===== src/rtl/btm_pkg.sv =====
// Shared types and default constants for the barrier timeout monitor.
// Latency: none (declarations only).
// Backpressure: none.
package btm_pkg;

  // Per-channel FSM states. TRIPPED and RELEASING share bit 1 so "tripped" is a single-bit decode.
  typedef enum logic [1:0] {
    ST_CLEAR     = 2'd0,
    ST_ARMING    = 2'd1,
    ST_TRIPPED   = 2'd2,
    ST_RELEASING = 2'd3
  } btm_state_t;

  localparam int DEF_TRIP_CYCLES    = 50;
  localparam int DEF_RELEASE_CYCLES = 4;
  localparam int DEF_CNT_W          = 8;

  // Width and ceiling of the optional per-channel trip event counters.
  localparam int         TRIP_CNT_W   = 8;
  localparam logic [7:0] TRIP_CNT_MAX = 8'hFF;

endpackage


===== src/rtl/btm_channel.sv =====
// One sensor channel: trips after TRIP_CYCLES consecutive low samples, releases after RELEASE_CYCLES highs.
// Latency: tripped_o rises on the edge that takes in the TRIP_CYCLES-th low sample.
// Backpressure: none; one sample is taken every cycle.
module btm_channel
  import btm_pkg::*;
#(
  parameter int CNT_W          = DEF_CNT_W,
  parameter int TRIP_CYCLES    = DEF_TRIP_CYCLES,
  parameter int RELEASE_CYCLES = DEF_RELEASE_CYCLES
) (
  input  logic clk,
  input  logic rst_n,
  input  logic enable_i,
  input  logic mask_i,
  input  logic clear_i,
  input  logic sense_i,
  output logic tripped_o,
  output logic tripped_d_o
);

  localparam logic [CNT_W-1:0] TRIP_C = CNT_W'(TRIP_CYCLES);
  localparam logic [CNT_W-1:0] REL_C  = CNT_W'(RELEASE_CYCLES);

  btm_state_t       state_q, state_d;
  logic [CNT_W-1:0] cnt_q, cnt_d;
  logic [CNT_W-1:0] cnt_inc;
  logic             tripped_q;

  // Next state: forced clears take priority over the normal run-length step.
  always_comb begin
    state_d = state_q;
    cnt_d   = cnt_q;
    cnt_inc = cnt_q + 1'b1;
    if (!enable_i || !mask_i || clear_i) begin
      state_d = ST_CLEAR;
      cnt_d   = '0;
    end else begin
      case (state_q)
        ST_CLEAR: begin
          if (!sense_i) begin
            if (TRIP_CYCLES == 1) begin
              state_d = ST_TRIPPED;
              cnt_d   = '0;
            end else begin
              state_d = ST_ARMING;
              cnt_d   = CNT_W'(1);
            end
          end else begin
            cnt_d = '0;
          end
        end
        ST_ARMING: begin
          if (!sense_i) begin
            if (cnt_inc == TRIP_C) begin
              state_d = ST_TRIPPED;
              cnt_d   = '0;
            end else begin
              cnt_d = cnt_inc;
            end
          end else begin
            state_d = ST_CLEAR;
            cnt_d   = '0;
          end
        end
        ST_TRIPPED: begin
          if (sense_i) begin
            if (RELEASE_CYCLES == 1) begin
              state_d = ST_CLEAR;
              cnt_d   = '0;
            end else begin
              state_d = ST_RELEASING;
              cnt_d   = CNT_W'(1);
            end
          end
        end
        ST_RELEASING: begin
          if (sense_i) begin
            if (cnt_inc == REL_C) begin
              state_d = ST_CLEAR;
              cnt_d   = '0;
            end else begin
              cnt_d = cnt_inc;
            end
          end else begin
            state_d = ST_TRIPPED;
            cnt_d   = '0;
          end
        end
        default: begin
          state_d = ST_CLEAR;
          cnt_d   = '0;
        end
      endcase
    end
  end

  assign tripped_d_o = state_d[1];

  // State, run counter and the registered trip flag.
  always_ff @(posedge clk or negedge rst_n) begin
    if (!rst_n) begin
      state_q   <= ST_CLEAR;
      cnt_q     <= '0;
      tripped_q <= 1'b0;
    end else begin
      state_q   <= state_d;
      cnt_q     <= cnt_d;
      tripped_q <= state_d[1];
    end
  end

  assign tripped_o = tripped_q;

endmodule


===== src/rtl/barrier_timeout_monitor.sv =====
// Multi-channel no-barrier monitor: per-channel trip flags, aggregate flags, first-tripped index.
// Latency: all outputs registered, updated on the same edge as the channel trip flags.
// Backpressure: none. Optional macro BTM_TRIP_COUNT_EN adds saturating per-channel trip counters.
module barrier_timeout_monitor
  import btm_pkg::*;
#(
  parameter int NUM_CH         = 4,
  parameter int CNT_W          = DEF_CNT_W,
  parameter int TRIP_CYCLES    = DEF_TRIP_CYCLES,
  parameter int RELEASE_CYCLES = DEF_RELEASE_CYCLES,
  parameter int CH_IDX_W       = 2
) (
  input  logic                clk,
  input  logic                rst_n,
  input  logic                enable_i,
  input  logic [NUM_CH-1:0]   sense_i,
  input  logic [NUM_CH-1:0]   ch_mask_i,
  input  logic                clear_i,
  output logic [NUM_CH-1:0]   tripped_o,
  output logic                any_tripped_o,
  output logic                all_tripped_o,
  output logic [CH_IDX_W-1:0] first_ch_o,
  output logic                first_valid_o
`ifdef BTM_TRIP_COUNT_EN
  ,
  output logic [NUM_CH*TRIP_CNT_W-1:0] trip_count_o
`endif
);

  logic [NUM_CH-1:0]   tripped_d;
  logic                any_d, all_d;
  logic                any_q, all_q;
  logic [CH_IDX_W-1:0] first_idx;
  logic [CH_IDX_W-1:0] first_q;

  for (genvar g = 0; g < NUM_CH; g++) begin : g_ch
    btm_channel #(
      .CNT_W          (CNT_W),
      .TRIP_CYCLES    (TRIP_CYCLES),
      .RELEASE_CYCLES (RELEASE_CYCLES)
    ) u_ch (
      .clk         (clk),
      .rst_n       (rst_n),
      .enable_i    (enable_i),
      .mask_i      (ch_mask_i[g]),
      .clear_i     (clear_i),
      .sense_i     (sense_i[g]),
      .tripped_o   (tripped_o[g]),
      .tripped_d_o (tripped_d[g])
    );
  end

  // Aggregates are formed from next-state flags so they register alongside the channel flags.
  always_comb begin
    any_d     = |tripped_d;
    all_d     = (|ch_mask_i) && (&(tripped_d | ~ch_mask_i));
    first_idx = '0;
    for (int i = NUM_CH - 1; i >= 0; i--) begin
      if (tripped_d[i]) first_idx = CH_IDX_W'(i);
    end
  end

  // first_ch latches on the rising edge of any_tripped and holds until everything has released.
  always_ff @(posedge clk or negedge rst_n) begin
    if (!rst_n) begin
      any_q   <= 1'b0;
      all_q   <= 1'b0;
      first_q <= '0;
    end else begin
      any_q <= any_d;
      all_q <= all_d;
      if (!any_d) begin
        first_q <= '0;
      end else if (!any_q) begin
        first_q <= first_idx;
      end
    end
  end

  assign any_tripped_o = any_q;
  assign all_tripped_o = all_q;
  assign first_ch_o    = first_q;
  assign first_valid_o = any_q;

`ifdef BTM_TRIP_COUNT_EN
  // A fresh trip is a 0->1 of the flag; RELEASING->TRIPPED keeps the flag high and is not counted.
  logic [NUM_CH-1:0] trip_evt;
  assign trip_evt = tripped_d & ~tripped_o;

  for (genvar g = 0; g < NUM_CH; g++) begin : g_tcnt
    logic [TRIP_CNT_W-1:0] tcnt_q;

    // Saturating trip counter; a masked channel keeps its count even through clear.
    always_ff @(posedge clk or negedge rst_n) begin
      if (!rst_n) begin
        tcnt_q <= '0;
      end else if (!enable_i) begin
        tcnt_q <= '0;
      end else if (!ch_mask_i[g]) begin
        tcnt_q <= tcnt_q;
      end else if (clear_i) begin
        tcnt_q <= '0;
      end else if (trip_evt[g] && (tcnt_q != TRIP_CNT_MAX)) begin
        tcnt_q <= tcnt_q + 1'b1;
      end
    end

    assign trip_count_o[g*TRIP_CNT_W +: TRIP_CNT_W] = tcnt_q;
  end
`endif

endmodule


===== config.mk =====
export PLATFORM = sky130hd
export DESIGN_NAME = barrier_timeout_monitor
export DESIGN_NICKNAME = d
export VERILOG_FILES = /design/src/rtl/btm_pkg.sv /design/src/rtl/btm_channel.sv /design/src/rtl/barrier_timeout_monitor.sv
export SDC_FILE = /design/constraint.sdc
export NUM_CORES = 1
export LEC_CHECK = 0
export ABC_CLOCK_PERIOD_IN_PS = 2200
export CORE_ASPECT_RATIO = 0.9
export CORE_MARGIN = 2
export CORE_UTILIZATION = 56
export CTS_BUF_LIST = sky130_fd_sc_hd__clkbuf_4
export DETAILED_ROUTE_END_ITERATION = 10
export HOLD_SLACK_MARGIN = 0.15
export PLACE_DENSITY = 0.85
export SLEW_MARGIN = 20
export SYNTH_ARGS = -nofsm -noshare
export SYNTH_HDL_FRONTEND = slang
export SYNTH_HIERARCHICAL = 1
export SYNTH_SLANG_ARGS = --single-unit

===== constraint.sdc =====
create_clock -name clk -period 2.2 [get_ports clk]
set_input_delay 0.33 -clock clk [delete_from_list [all_inputs] [get_ports clk]]
set_output_delay 0.33 -clock clk [all_outputs]
set_load 0.01 [all_outputs]

==> out/summary.md, run 1 <==
The flow ran to the end, but the final reports show violations. The final reports fail on setup timing. The count of input and output buffers was 20. The width of the die is 84.0 um, and the time the final worst path needs with I/O delays and setup is 2.26 ns. The number of pins with negative max-slew slack in the final report was 0; the critical path buffer and inverter count was 0. The logs give 3035 for the number of global-route vias before repair and 57 for the count of unique library cells instantiated by Yosys. In this run the worst hold path is classified as in2async. TritonCTS built the clock tree. Clock latency on the worst-skew pair: 0.36 ns. For the worst setup path, the data required time is 2.45 ns.

The leakage component of the power is 0.00168 uW, and the share of post-route cells with drive strength above 1 is 0.262. The tools report the number of max-cap violations as 0. The tools report the core area as 5630 um^2. Overall global routing resource usage: 0.257. Summed over all nets, the switching power comes to 349 uW. Counting along the longest clock path gives a buffer depth of 2.

The async set-or-reset flop fraction in the synthesized netlist came out at 1.00. The critical path goes through ha_4, nand3_1, xor2_1, nand2_1, a2111o_1, nor2_2, o21a_2, nor3b_2, nor3_2. In this run, CTS created clock tree buffers numbering 5.

Overall power consumption after layout is estimated at 1330 uW. The number of sinks driven by the clock tree came out at 44. In this run the number of cells on the critical path is 9. The pin count of the biggest net entering global routing was 25; the starting density of the core was 0.573.

The floorplan step set the die height to 76.0 um. The logs give 13500 um for the wire length of the first global-routing pass and 3192 for the via count. The run gives 0 as the aggregate global routing overflow. The worst register-to-register path has a depth of 9. Internal power comes to 981 uW. In this run the number of H-tree levels came out at 2. The actual transition at the worst max-transition pin came out at 0.598 ns. The combined area of all synthesized cells was 3230 um^2. The row count is 26, and the number of register bits inferred by synthesis is 44. Setup repair after global routing could not meet its margin everywhere. Grouping stages by cell kind, the critical path spends the most delay in compound AO/OA/AOI/OAI gates.

The net count of the finished layout is 458. The arrival time at the worst endpoint was 2.52 ns; the I/O pin count was 21. The count of nets left with antenna violations after detail routing is 0. The number of antenna diodes in the final layout is 0. The most used flip-flop cell after synthesis is sky130_fd_sc_hd__dfrtp_1. The congestion estimate from routability-driven global placement came to 0.954. Setup violations remaining at the end of the flow were counted as 3. The Yosys step of the flow raised 6 warnings.

The placed wire-length estimate was 5910 um. The master cell of the clock root buffer is sky130_fd_sc_hd__clkbuf_4. The logs give -0.141 ns for the final sum of negative setup slack and 0.000240 V for the maximum resistive drop on vdd. The endpoint class of the critical path is a flip-flop. The switching power share of the total was 0.262; the number of enable flip-flop cells after synthesis was 0. The portion of total power attributed to the clock network was 0.294; the mean area per synthesized cell was 8.49 um^2. The slack of the critical path came out at -0.0641 ns. For the remaining max-slew budget at the tightest pin, the log shows 0.602.

In the routed design, unresolved DRC markers number 0. Using the TritonRoute via totals, the vias-per-cell ratio works out to 6.27. The die covers 6390 um^2.

The post-synthesis to final-layout area growth was 24.5%. The final core area utilization was 0.714; the share of total power in sequential cells was 0.617. The final setup skew is 0.00541 ns, and the cell count after synthesis is 380. For the final wirelength, the log shows 8540 um.

The final critical-path share of the clock period is 1.03, and the detailed-router iteration count before antenna repair is 5. Critical setup path kind: reg2reg. The power per cell area came out at 331 nW/um^2. Along the worst path, the maximum fanout reaches 4.

The slowest library cell on the worst path was sky130_fd_sc_hd__a2111o_1. The mean routed wirelength per cell was 16.8 um; the combinational cell fraction of total power was 0.088. In this design, the stage delay of the slowest critical-path cell is 0.50 ns.

The number of antenna violations at the first check in global routing was 0; the post-synthesis sequential area ratio was 0.341. The first routing iteration left 197 violations. Element type at the critical path start: a flip-flop. Clock-pin slew was measured on the worst setup and hold paths at 0.13 ns. The tools report the net count after synthesis as 400.

The number of hold-slack violations in the final timing report came out at 0. For this run, the top clock speed supported by timing is 442 MHz.
cells in the final DEF (no fill, tap or decap), drive strengths merged, types with 8 or more instances in the layout:
cell type and count:
nand2 48, nor4 9, clkdlybuf4s50 19, inv 13
ha 8, nor3b 8, o21ai 9, a21oi 18
nand3 17, dfrtp 44, and4 8, buf 53
xor2 13, a31oi 11, nor2 41, or3 9
nor3 11
power by group through the flow:
stage / Sequential (uW) / Combinational, uW / Clock (uW)
floorplan: 834 / 44.0 / 0
global placement: 835 / 104 / 0
detailed placement: 836 / 107 / 0
CTS: 820 / 111 / 408
global route: 822 / 128 / 448
finish: 821 / 117 / 392
Yosys cell counts, types with 4 or more instances:
| cell | number | area share |
|---|---|---|
| sky130_fd_sc_hd__buf_4 | 4 | 0.0093 |
| sky130_fd_sc_hd__nor4_2 | 4 | 0.016 |
| sky130_fd_sc_hd__nand2_1 | 44 | 0.051 |
| sky130_fd_sc_hd__nand3_1 | 17 | 0.026 |
| sky130_fd_sc_hd__nor4_1 | 5 | 0.0097 |
| sky130_fd_sc_hd__a21oi_1 | 18 | 0.028 |
| sky130_fd_sc_hd__xnor2_1 | 6 | 0.016 |
| sky130_fd_sc_hd__ha_1 | 8 | 0.031 |
| sky130_fd_sc_hd__o211ai_1 | 4 | 0.0093 |
| sky130_fd_sc_hd__and3_1 | 7 | 0.014 |
| sky130_fd_sc_hd__a31oi_1 | 11 | 0.021 |
| sky130_fd_sc_hd__o22ai_1 | 5 | 0.0097 |
| sky130_fd_sc_hd__a2111oi_0 | 4 | 0.011 |
| sky130_fd_sc_hd__o21ai_0 | 6 | 0.0093 |
| sky130_fd_sc_hd__nor2_1 | 41 | 0.048 |
| sky130_fd_sc_hd__or3_1 | 9 | 0.017 |
| sky130_fd_sc_hd__nor3b_1 | 8 | 0.019 |
| sky130_fd_sc_hd__and2_1 | 5 | 0.0097 |
| sky130_fd_sc_hd__inv_1 | 13 | 0.015 |
| sky130_fd_sc_hd__and4_4 | 5 | 0.017 |
| sky130_fd_sc_hd__nor3_1 | 10 | 0.016 |
| sky130_fd_sc_hd__buf_2 | 9 | 0.014 |
| sky130_fd_sc_hd__xor2_1 | 13 | 0.035 |
| sky130_fd_sc_hd__nand2b_1 | 4 | 0.0078 |
| sky130_fd_sc_hd__o21bai_1 | 4 | 0.0093 |
| sky130_fd_sc_hd__dfrtp_1 | 44 | 0.34 |
| sky130_fd_sc_hd__o21a_1 | 4 | 0.0093 |
| sky130_fd_sc_hd__nand4_1 | 4 | 0.0078 |
routing by layer:
| metal | wire length [um] | part of all wire | global-route usage |
|---|---|---|---|
| met3 | 355 | 0.042 | 0.0444 |
| met4 | 163 | 0.019 | 0.0839 |
| met1 | 3680 | 0.43 | 0.332 |
| met5 | 0 | 0 | 0 |
| met2 | 4340 | 0.51 | 0.441 |
cell type report:
| class | count | area [um^2] |
|---|---|---|
| Tap cell | 70 | 87.6 |
| Clock inverter | 3 | 13.8 |
| Sequential cell | 44 | 1110 |
| Clock buffer | 5 | 37.5 |
| Inverter | 13 | 51.3 |
| Fill cell | 425 | 1610 |
| Multi-Input combinational cell | 301 | 2120 |
| Timing Repair Buffer | 73 | 599 |
repair_timing:
| item | CTS | global route |
|---|---|---|
| gates cloned | 0 | 0 |
| pin swaps | 7 | 17 |
| setup endpoints to repair | 4 | 6 |
| hold endpoints to repair | 22 | 0 |
| resized for setup | 10 | 27 |
| hold buffers | 1 | 0 |
| setup buffers | 3 | 6 |
flip-flops by register name (all words and copies together), names as in the netlist:
signal / cells
all_tripped_o: 1
any_tripped_o: 1
first_ch_o: 2
g_ch.u_ch/cnt_q: 32
g_ch.u_ch/state_q: 8
cells by family after synthesis:
kind of cell	Yosys count	share of synthesized area
AOI/OAI and AO/OA	87	0.187
xor gates and xnor gates	20	0.0566
adders and majority gates	8	0.0310
buffers and inverters	35	0.0617
DFF	44	0.341
muxes	1	0.00310
and+or+nand+nor	185	0.319
metrics by stage:
step	setup WS, ns	cell area (um^2)	instances	hold slack [ns]
3_3_place_gp	-0.000896	3730	491	0.362
3_5_place_dp	-0.147	3730	491	0.364
5_1_grt	-0.138	4020	509	0.518
6_report	-0.0641	4020	509	0.493
2_1_floorplan	0.00846	3280	380	0.0344
4_1_cts	0.00785	3860	503	0.483
final timing paths:
check	startpoint	end	slack, ns
worst min register to register	g_ch[1].u_ch/cnt_q[2]$_DFFE_PN0N_	g_ch[1].u_ch/cnt_q[2]$_DFFE_PN0N_	0.51
max in group asynchronous	rst_n	g_ch[3].u_ch/state_q[1]$_DFF_PN0_	1.09
worst min-delay path	rst_n	g_ch[2].u_ch/cnt_q[4]$_DFFE_PN0N_	0.49
worst max register to register	g_ch[2].u_ch/cnt_q[0]$_DFFE_PN0N_	first_ch_o[0]$_DFFE_PN0P_	-0.06
worst max-delay path	g_ch[2].u_ch/cnt_q[0]$_DFFE_PN0N_	first_ch_o[0]$_DFFE_PN0P_	-0.06
min in group clk	g_ch[1].u_ch/cnt_q[2]$_DFFE_PN0N_	g_ch[1].u_ch/cnt_q[2]$_DFFE_PN0N_	0.51
(Power assumes the default switching activity.)
==> inputs of run 2 (changes only) <==
--- a/config.mk
+++ b/config.mk
@@ -11,6 +11,7 @@
 export CORE_UTILIZATION = 56
 export CTS_BUF_LIST = sky130_fd_sc_hd__clkbuf_4
 export DETAILED_ROUTE_END_ITERATION = 10
+export GPL_TIMING_DRIVEN = 0
 export HOLD_SLACK_MARGIN = 0.15
 export PLACE_DENSITY = 0.85
 export SLEW_MARGIN = 20
==> run 2 against run 1 <==
Compared with the run above: the run still ends with setup timing left; global-route usage shrank 1.6 points; first-iteration DRC count grew 1.0%; combinational power shrank 9%; critical endpoint is now first_ch_o[1]$_DFFE_PN0P_; largest cell class unchanged.
==> out/summary.md, run 2 (synthesis gave the netlist of run 1 again) <==
The area growth from synthesis to layout is 22.6%. Number of pins with negative max-slew slack in the final report: 0. The critical setup path kind is reg2reg. The tools report the leakage component of the power as 0.00160 uW.

In this run the core area contains 26 standard-cell rows. Input and output buffers added on the ports amount to 17. The logs give 0.703 for the final core area utilization and 2 for the final number of setup-violating endpoints. Dividing the detail-routed via count by the number of cells gives 6.33.

The power per cell area works out to 343 nW/um^2. The path class of the tightest hold or removal check is in2reg. Final wirelength: 7980 um. The tools report the element type at the critical path start as a flip-flop.

I/O pin count: 21. In this run the clock root is driven by a sky130_fd_sc_hd__clkbuf_4. The logs give 5 for the total CTS buffers and 0 for the count of nets left with antenna violations after detail routing. The smallest clock period supported by the final layout is computed as 2.23 ns. The height of the die was 76.0 um; the final setup skew was 0.0143 ns.

TritonCTS built the clock tree. The run gives 0.573 as the starting density of the core. The mean routed wirelength per cell was 16.2 um; the DRC violation count after routing was 0. The share of post-route cells with drive strength above 1 was 0.258; the design area was 3960 um^2. The final reports fail on setup timing.

The actual transition at the worst max-transition pin was 0.477 ns; the slack of the critical path was -0.0349 ns. Setup repair after global routing could not meet its margin everywhere. The number of global-route vias before repair was 2784; the largest fanout on the critical path was 5.

The library cells used most frequently in the layout, excluding fill and tap cells, are sky130_fd_sc_hd__nand2_1 (44), sky130_fd_sc_hd__nor2_1 (37), sky130_fd_sc_hd__dfrtp_1 (35), sky130_fd_sc_hd__a21oi_1 (17), sky130_fd_sc_hd__nand3_1 (17). The via count was 3122; the H-tree depth was 2. After detailed placement, the total cell area comes to 3550 um^2.

The final critical-path share of the clock period was 1.02; the overall global routing resource usage was 0.241. The clock latency on the worst-skew pair was 0.36 ns; the arrival time at the worst endpoint was 2.49 ns. Aggregate global routing overflow: 0. The logs give 442 for the net count of the finished layout and 5630 um^2 for the core area. Across the run, the number of max-cap violations was 0. The logs give 0.679 for the remaining max-slew budget at the tightest pin and 401 for the number of filler cells placed in the layout. The HPWL after detailed placement is 5110 um. For the routability congestion estimate, the log shows 0.855. The number of sinks driven by the clock tree is 44, and the antenna diode instance count is 0. Die area: 6390 um^2. The deepest clock path buffer count was 2; the detailed-router iteration count before antenna repair was 5.

The number of flip-flops under the largest register name is 32. STA classifies the critical path endpoint as a flip-flop. The wire length of the first global-routing pass was 12900 um; the width of the die was 84.0 um. The number of antenna violations at the first check in global routing was 0. The iteration-0 DRC count of the detailed router was 199; the number of hold-slack violations in the final timing report was 0.

The maximum resistive drop on vdd is 0.000352 V, and the required time reported for the critical path endpoint is 2.45 ns. Entering global routing, the biggest net connects 30 pins. The library cell used most frequently in the layout, excluding fill and tap cells, is sky130_fd_sc_hd__nand2_1. Before CTS, the worst setup slack after placement is -0.263 ns. The clock-pin slew of the registers on the worst-case setup and hold paths works out to 0.14 ns.

The register bank with the most flops was g_ch.u_ch/cnt_q. The run finished, with violations left. The fmax is 447 MHz.
run 2: worst paths after layout:
| check | to | depth (start not counted) | from | slack, ns |
|---|---|---|---|---|
| min in group asynchronous | g_ch[2].u_ch/cnt_q[5]$_DFFE_PN0N_ | 2 | rst_n | 0.41 |
| setup reg to reg | first_ch_o[1]$_DFFE_PN0P_ | 12 | g_ch[1].u_ch/cnt_q[1]$_DFFE_PN0N_ | -0.03 |
| max in group asynchronous | g_ch[0].u_ch/cnt_q[3]$_DFFE_PN0N_ | 3 | rst_n | 1.30 |
| setup / recovery | first_ch_o[1]$_DFFE_PN0P_ | 12 | g_ch[1].u_ch/cnt_q[1]$_DFFE_PN0N_ | -0.03 |
| hold / removal | g_ch[2].u_ch/state_q[0]$_DFFE_PN0P_ | 2 | sense_i[2] | 0.22 |
| hold reg to reg | g_ch[0].u_ch/cnt_q[7]$_DFFE_PN0N_ | 1 | g_ch[0].u_ch/cnt_q[7]$_DFFE_PN0N_ | 0.54 |
run 2: cell type report:
type | count | area, um^2 | area share
buffer | 22 | 150 | 0.0380
clock buffer | 7 | 52.6 | 0.0133
clock inverter | 1 | 8.76 | 0.00221
inverter | 13 | 51.3 | 0.0130
multi-input combinational | 301 | 2160 | 0.546
sequential | 44 | 1110 | 0.281
tap | 70 | 87.6 | 0.0221
timing repair buffer | 35 | 334 | 0.0845
run 2: critical path: stages (launching register included):
cell and delay, ns:
sky130_fd_sc_hd__dfrtp_1 0.44, sky130_fd_sc_hd__buf_6 0.14, sky130_fd_sc_hd__inv_4 0.05, sky130_fd_sc_hd__ha_4 0.12, sky130_fd_sc_hd__and4bb_2 0.23, sky130_fd_sc_hd__a41oi_2 0.04, sky130_fd_sc_hd__a2111o_1 0.42, sky130_fd_sc_hd__nor2_2 0.17
sky130_fd_sc_hd__o21a_4 0.20, sky130_fd_sc_hd__buf_6 0.11, sky130_fd_sc_hd__nor3_2 0.03, sky130_fd_sc_hd__a21oi_1 0.12, sky130_fd_sc_hd__nor2_1 0.06
run 2: metal layers:
metal	part of all wire	GRT usage
met1	0.44	0.330
met2	0.49	0.394
met3	0.061	0.0379
met4	0.013	0.0790
met5	0	0
run 2: power by group:
group / switching (uW) / leakage (uW) / internal (uW)
Clock: 277 / 0.0000363 / 154
Combinational: 65.5 / 0.000967 / 41.9
Sequential: 5.91 / 0.000598 / 814
run 2: timing repair:
action                     in CTS  in global routing
pin swaps                       6                 15
gates cloned                    0                  0
gates resized for setup        17                 33
setup endpoints to repair       4                  5
hold endpoints to repair       15                  0
hold buffers                    1                  0
setup buffers                   9                  7
run 2: metrics by stage:
stage	instances	hold WS (ns)	power [uW]	setup TNS, ns
final	493	0.216	1360	-0.0619
after detailed placement	468	0.277	930	-2.03
after CTS	486	0.207	1360	0
after global routing	493	0.199	1420	-0.401
after floorplan	380	0.0344	878	0
after global placement	467	0.492	924	-20.67
